<file path="config.mk">
export PLATFORM = sky130hd
export DESIGN_NAME = pll_lock_reset_seq
export DESIGN_NICKNAME = d
export VERILOG_FILES = /design/src/rtl/pll27_pkg.sv /design/src/rtl/sync2.sv /design/src/rtl/pll_lock_reset_seq.sv
export SDC_FILE = /design/constraint.sdc
export NUM_CORES = 1
export LEC_CHECK = 0
export BUFFER_PORTS_ARGS = -buffer_cell sky130_fd_sc_hd__clkbuf_2
export CORE_MARGIN = 2
export CORE_UTILIZATION = 48
export CTS_BUF_LIST = sky130_fd_sc_hd__clkbuf_4
export CTS_CLUSTER_SIZE = 8
export DETAILED_ROUTE_END_ITERATION = 8
export GPL_ROUTABILITY_DRIVEN = 0
export GPL_TIMING_DRIVEN = 0
export PLACE_DENSITY_LB_ADDON = 0.12
export SLEW_MARGIN = 20
export SYNTH_ARGS = -nofsm -noshare
export SYNTH_HDL_FRONTEND = slang
export SYNTH_HIERARCHICAL = 1
export SYNTH_SLANG_ARGS = --single-unit
</file>
<file path="constraint.sdc">
create_clock -name clk -period 2.5 [get_ports clk]
set_input_delay 0.5 -clock clk [delete_from_list [all_inputs] [get_ports clk]]
set_output_delay 0.5 -clock clk [all_outputs]
set_load 0.01 [all_outputs]
</file>
<file path="src/rtl/pll27_pkg.sv">
// pll27_pkg
//   Shared definitions for logic that consumes the pll27 PLL outputs.
//   - seq_state_t       : lock/reset sequencer states (encoding is visible on
//                         the debug port, so the values are fixed)
//   - PLL27_*_CYCLES    : default qualification and reset-hold lengths
//   - seq_cnt_bits()    : width of a counter that must reach max(a,b)-1
package pll27_pkg;

    typedef enum logic [1:0] {
        SEQ_WAIT_LOCK = 2'd0,
        SEQ_STABILIZE = 2'd1,
        SEQ_HOLD      = 2'd2,
        SEQ_RUN       = 2'd3
    } seq_state_t;

    localparam int PLL27_LOCK_CYCLES = 1024;
    localparam int PLL27_HOLD_CYCLES = 16;

    // A single counter is shared by STABILIZE and HOLD, so it has to cover
    // the longer of the two phases. At least one bit even for 1-cycle phases.
    function automatic int seq_cnt_bits(input int a, input int b);
        int m;
        m = (a > b) ? a : b;
        return (m > 1) ? $clog2(m) : 1;
    endfunction

endpackage

</file>
<file path="src/rtl/sync2.sv">
// sync2
//   Generic two-flop bit synchronizer with asynchronous active-low clear.
//   Output q follows input d two clk edges later.
// Ports
//   clk    in  1  destination clock
//   rst_n  in  1  asynchronous active-low clear (both flops to 0)
//   d      in  1  asynchronous input bit
//   q      out 1  synchronized bit (second flop)
module sync2 (
    input  logic clk,
    input  logic rst_n,
    input  logic d,
    output logic q
);

    logic meta;

    always_ff @(posedge clk or negedge rst_n) begin
        if (!rst_n) begin
            meta <= 1'b0;
            q    <= 1'b0;
        end else begin
            meta <= d;
            q    <= meta;
        end
    end

endmodule

</file>
<file path="src/rtl/pll_lock_reset_seq.sv">
// pll_lock_reset_seq
//   Qualifies the pll27 LOCK indication and produces the synchronous
//   active-low system reset for the clkout0 domain. Downstream logic is held
//   in reset until lock has been stable for LOCK_CYCLES cycles plus a
//   HOLD_CYCLES reset pulse; loss of lock re-enters reset and is counted.
//
//   State flow: WAIT_LOCK -> STABILIZE -> HOLD -> RUN. Any lock_s=0 returns
//   to WAIT_LOCK. In RUN, sw_reset_req re-runs HOLD (lock loss wins when both
//   occur together).
//
//   Handshake: none. sw_reset_req is a single-cycle strobe sampled only in
//   RUN; there is no acknowledge. pll_lock is a level, synchronized here.
// Ports
//   clk              in  1      PLL clkout0, sole clock
//   rst_n            in  1      asynchronous active-low reset (board reset)
//   pll_lock         in  1      raw PLL lock, asynchronous to clk
//   sw_reset_req     in  1      one-cycle request to re-run HOLD while in RUN
//   sys_rst_n        out 1      registered system reset, high only in RUN
//   lock_stable      out 1      registered, high only in RUN
//   lost_lock_count  out CNT_W  saturating count of RUN->WAIT_LOCK exits
//   seq_state        out 2      current state (debug)
module pll_lock_reset_seq
    import pll27_pkg::*;
#(
    parameter int LOCK_CYCLES = PLL27_LOCK_CYCLES,
    parameter int HOLD_CYCLES = PLL27_HOLD_CYCLES,
    parameter int CNT_W       = 8
) (
    input  logic             clk,
    input  logic             rst_n,
    input  logic             pll_lock,
    input  logic             sw_reset_req,
    output logic             sys_rst_n,
    output logic             lock_stable,
    output logic [CNT_W-1:0] lost_lock_count,
    output logic [1:0]       seq_state
);

    localparam int CW = seq_cnt_bits(LOCK_CYCLES, HOLD_CYCLES);
    localparam logic [CW-1:0] LOCK_LAST = CW'(LOCK_CYCLES - 1);
    localparam logic [CW-1:0] HOLD_LAST = CW'(HOLD_CYCLES - 1);

    logic          lock_s;
    seq_state_t    state;
    logic [CW-1:0] cnt;

    sync2 u_lock_sync (
        .clk   (clk),
        .rst_n (rst_n),
        .d     (pll_lock),
        .q     (lock_s)
    );

    // sys_rst_n and lock_stable are loaded with (next state == RUN), so they
    // change on the same edge as state and never glitch.
    always_ff @(posedge clk or negedge rst_n) begin
        if (!rst_n) begin
            state           <= SEQ_WAIT_LOCK;
            cnt             <= '0;
            sys_rst_n       <= 1'b0;
            lock_stable     <= 1'b0;
            lost_lock_count <= '0;
        end else begin
            case (state)
                SEQ_WAIT_LOCK: begin
                    cnt         <= '0;
                    sys_rst_n   <= 1'b0;
                    lock_stable <= 1'b0;
                    if (lock_s) begin
                        state <= SEQ_STABILIZE;
                    end
                end

                SEQ_STABILIZE: begin
                    sys_rst_n   <= 1'b0;
                    lock_stable <= 1'b0;
                    if (!lock_s) begin
                        // A glitch restarts qualification from scratch.
                        state <= SEQ_WAIT_LOCK;
                        cnt   <= '0;
                    end else if (cnt == LOCK_LAST) begin
                        state <= SEQ_HOLD;
                        cnt   <= '0;
                    end else begin
                        cnt <= cnt + CW'(1);
                    end
                end

                SEQ_HOLD: begin
                    if (!lock_s) begin
                        // Not yet in RUN, so this is not a counted lock loss.
                        state       <= SEQ_WAIT_LOCK;
                        cnt         <= '0;
                        sys_rst_n   <= 1'b0;
                        lock_stable <= 1'b0;
                    end else if (cnt == HOLD_LAST) begin
                        state       <= SEQ_RUN;
                        cnt         <= '0;
                        sys_rst_n   <= 1'b1;
                        lock_stable <= 1'b1;
                    end else begin
                        cnt         <= cnt + CW'(1);
                        sys_rst_n   <= 1'b0;
                        lock_stable <= 1'b0;
                    end
                end

                SEQ_RUN: begin
                    cnt <= '0;
                    if (!lock_s) begin
                        state       <= SEQ_WAIT_LOCK;
                        sys_rst_n   <= 1'b0;
                        lock_stable <= 1'b0;
                        if (lost_lock_count != '1) begin
                            lost_lock_count <= lost_lock_count + CNT_W'(1);
                        end
                    end else if (sw_reset_req) begin
                        state       <= SEQ_HOLD;
                        sys_rst_n   <= 1'b0;
                        lock_stable <= 1'b0;
                    end else begin
                        sys_rst_n   <= 1'b1;
                        lock_stable <= 1'b1;
                    end
                end

                default: begin
                    state       <= SEQ_WAIT_LOCK;
                    cnt         <= '0;
                    sys_rst_n   <= 1'b0;
                    lock_stable <= 1'b0;
                end
            endcase
        end
    end

    assign seq_state = state;

endmodule

</file>
== After elaboration in Yosys (flattened, before gate mapping) ==
Cells that the tools add are included.
Cells by class
  add/sub/neg operators: 2
  equality and inequality tests: 10
  multiplexer cells: 18
  bitwise logic cells: 1
  reduce and logical (&&, ||, !) cells: 5
Operators by type and width (number)
  $mux 10: 4
  $pmux 10 s3: 1
  $mux 2: 7
  $add 10x1->10 const B: 1
  $eq 10x10->1 const B: 1
  $eq 10x4->1 const B: 1
  $ne 3x3->1 const B: 3
  $add 8x1->8 const B: 1
  $ne 8x8->1 const B: 1
  $pmux 2 s4: 1
  $eq 2x2->1 const B: 2
  $mux 1: 4
  $reduce_and 4->1: 1
  $reduce_or 2->1: 2
  $pmux 1 s3: 1
  $reduce_and 3->1: 1
  $eq 2x1->1 const B: 1
  $logic_not 2->1: 1
  $ne 2x1->1 const B: 1
  $not 1->1: 1
Word-level totals
  bits in registers: 23
  output and inout bits: 12

== Longest topological paths before layout ==
  depth in word-level cells: 4
  mapped depth: 5
  mapped depth without buffers: 5

== Modules after synthesis ==
The synthesis kept the hierarchy.
Modules (own cells, without submodules)
  pll_lock_reset_seq: times used 1, cells an instance 93, area an instance 1022.2 µm², sequential area each 525.5 µm²
  sync2: times used 1, cells an instance 2, area an instance 50.0 µm², sequential area each 50.0 µm²

== Worst setup path before layout ==
OpenSTA, ideal clock, no wires.
  path kind: flip-flop to flip-flop
  from: reg cnt[6]
  to: reg cnt[2]
  setup time: 0.120 ns
  data arrival time: 1.434 ns
  data required time: 2.380 ns
  path slack: 0.946 ns
  cell stages (with the launch flop): 5
  path buffers: 0
  cells stage by stage: dfrtp_1 or4_4 o31ai_4 o32a_2 nor2_1
On the way
  word-level cells in the longest chain between the ends: 4
  elaborated cells between the ends (all ways): 7
Ends and longest elaborated chain
  start, declared: line pll_lock_reset_seq.sv:45  | logic [CW-1:0] cnt;
  start signal, assigned: line pll_lock_reset_seq.sv:85  | cnt <= cnt + CW'(1);
  start signal, assigned: line pll_lock_reset_seq.sv:102  | cnt <= cnt + CW'(1);
  $eq 10x4->1 / $eq 10x10->1 (equally long branches): line pll_lock_reset_seq.sv:96, pll_lock_reset_seq.sv:81
  $mux 10 (on tied branches): line pll_lock_reset_seq.sv:96, pll_lock_reset_seq.sv:81
  $mux 10 (on tied branches): line pll_lock_reset_seq.sv:90, pll_lock_reset_seq.sv:77
  $pmux 10 s3 (*): line pll_lock_reset_seq.sv:64  | case (state)
Every way passes the cells marked *; elsewhere a longest branch is shown, timed or not.
A chain may end at the register's enable or synchronous reset.

== Final worst setup path ==
  from: reg cnt[0]
  to: reg cnt[7]
On the way
  word-level cells in the longest chain between the ends: 4
  elaborated cells between the ends (all ways): 8
Ends and longest elaborated chain (line)
  $add 10x1->10, or another cell as far along: pll_lock_reset_seq.sv:85, pll_lock_reset_seq.sv:102
  $mux 10 (on tied branches): pll_lock_reset_seq.sv:96, pll_lock_reset_seq.sv:81
  $mux 10 (on tied branches): pll_lock_reset_seq.sv:90, pll_lock_reset_seq.sv:77
  $pmux 10 s3 (*): pll_lock_reset_seq.sv:64
Marked as above.

==> flow_summary.yaml <==
run_status:
  status: "completed"
yosys:
  ys_ff_latch: 23
  synthMuxAreaShare_pct: 1.98
  yosysTopAreaCellShare_pct: 53.7
  syn_avg_cell_area_um2: 11.3
  netlist_top_cells_area: "dfrtp_1, xor2_1, xnor2_1, nand3_1, nor2_1"
  synth_area_um2: 1070
  yosysWarnings: 6
  synth_top_family_by_area: "simple AND/OR/NAND/NOR gates"
  yosysSeqAreaShare_pct: 53.7
  synthCells: 95
  yosys.area_share.adder_pct: 2.33
  synth_cell_type_count: 28
  synth_compound_gate_area_share_pct: 6.42
  synth_xor_area_share_pct: 12.3
  yosys.area_share.simple_pct: 22.3
  yosysTopAreaCell: "dfrtp_1"
  syn_nets: 101
timing:
  hold_viol: 0
  fin_crit_sh_pct: 68.5
  slew_viol_final: 0
  tightest_slew_ns: 0.543
  clock.fmax_mhz: 584
  skew_ns: 0.00103
  rsz0062_at_grt: "no"
  fin_tns_setup_ns: 0
  layout_min_cycle_time_ns: 1.71
  setup_violations: 0
  timing.slew.headroom_pct: 63.8
power:
  vdd_drop_max_mv: 0.224
  finalPower_mw: 0.587
  p_per_area_nw_per_um2: 485
  p_leak_nw: 0.624
floorplanning:
  die_h_um: 51.3
  die-area_um2: 2630
  rows: 17
  initial_core_util_pct: 49.4
  die_x_um: 51.3
  core_um2: 2170
  ioPinCount: 16
worst_setup_path:
  critPathKind: "reg2reg"
  cp.required_ns: 2.74
  start_kind: "flip-flop"
  end_kind: "flip-flop"
  worstPathMaxFanout: 8
  critical_path_arrival_ns: 1.95
clock_network:
  htree_levels: 1
  hold_buffers: 0
  ctsRootBufferMaster: "clkbuf_4"
  clock_latency_ns: 0.30
  cts.repair.resized: 0
  cts_tree: "done"
  cts_setup_buffers: 0
  clock-sinks: 23
  clk_pin_slew_ns: 0.12
  cts_buffers: 3
  cts_buffer_depth: 2
finish:
  fillers: 210
  diodes: 0
  final_common_cell: "dfrtp_1"
  fin_nets: 121
  post-route-util_pct: 55.8
  drive_gt1_share_pct: 22.8
  areaGrowthSynthToFinish_pct: 12.8
  finish.instance_area_um2: 1210
  layout_common_cells: "dfrtp_1, clkbuf_2, xor2_1, nor2_1, nand3_1"
route:
  firstDrtPassIters: 4
  drc: 0
  viasPerCell: 5.18
  wl_per_cell_um: 12.1
  drtIter0Drc: 12
  drt_wl_total_um: 1710
  ant_nets: 0
  vias: 736
place:
  portBuffers: 15
  post_dp_cell_area_um2: 1180
  hpwlAfterDp_um: 1250
global_route:
  grt_use_total_pct: 16.4
  grt_pass1_wl_um: 3170
  grt_pass1_vias: 704
  grt_max_degree: 24
  grt-ovfl-total: 0
  antenna_found_initial: 0
hold_path:
  hold_path_class: "in2async"
flow_run:
  drv_cap: 0
## area by class of cell
type,count,area [µm²],share of cell area [%]
Buffer,1,7.51,0.620
Clock buffer,3,22.5,1.86
Timing Repair Buffer,15,75.1,6.20
Sequential cell,23,576,47.6
Tap cell,28,35.0,2.90
Multi-Input combinational cell,70,485,40.1
Inverter,1,3.75,0.310
Clock inverter,1,5.00,0.414
## final timing paths
check / depth (start not counted) / end / from / slack [ns]
setup / recovery: 5 / cnt[7] / cnt[0] / 0.79
hold reg to reg: 0 / u_lock_sync/q / u_lock_sync/meta / 0.36
max in group asynchronous: 1 / seq_state[1] / rst_n / 1.99
hold / removal: 1 / cnt[5] / rst_n / 0.15
setup reg to reg: 5 / cnt[7] / cnt[0] / 0.79
min in group clk: 1 / u_lock_sync/meta / pll_lock / 0.29
## sequential cells by signal (all words and copies together), names as in the netlist
register,count
cnt,10
lock_stable,1
lost_lock_count,8
seq_state,2
u_lock_sync/meta,1
u_lock_sync/q,1
## layer usage
layer	GRT usage (%)	part of all wire [%]
met1	24.3	50
met2	23.4	45
met3	2.63	4.2
met4	7.89	0.99
met5	0	0
## where the power goes
group	switching (mW)	internal, mW	leakage (nW)	total, mW
Clock	0.108	0.0596	0.0177	0.168
Combinational	0.0175	0.0134	0.293	0.0309
Sequential	0.00934	0.378	0.314	0.388
## logic make-up after synthesis
| kind of cell | after synthesis |
|---|---|
| xor gates and xnor gates | 15 |
| muxes | 2 |
| and+or+nand+nor | 44 |
| adders and majority gates | 2 |
| DFF | 23 |
| buffers and inverters | 2 |
| AOI/OAI and AO/OA | 7 |
## metrics by stage
stage,setup slack (ns),instances,hold WS (ns)
final,0.789,142,0.154
after global placement,0.826,138,0.332
after detailed placement,0.818,138,0.337
after global routing,0.702,142,0.192
after floorplan,0.946,95,0.204
after CTS,0.779,142,0.172
## Yosys cell counts
cell type,instances
and3_1,3
nor2b_1,4
o21ai_2,1
ha_1,2
nand4_1,2
nand2b_1,2
a21oi_1,1
o32a_2,1
xor2_1,10
and3b_1,1
o31ai_4,1
o21ai_0,1
mux2_2,1
o211a_1,1
nand3_1,8
inv_1,1
mux2i_1,1
dfrtp_1,23
or2_2,1
nor2_1,10
nor4_1,1
and4_1,3
nor3_1,3
a21o_1,1
or4_4,1
xnor2_1,5
buf_4,1
nand2_1,5
## worst max-delay path: stages, from the launching register on
cell	delay, ns
dfrtp_1	0.43
ha_1	0.25
and3_1	0.20
and4_1	0.23
o32a_2	0.41
nor2_1	0.13
(Power assumes the default switching activity.)
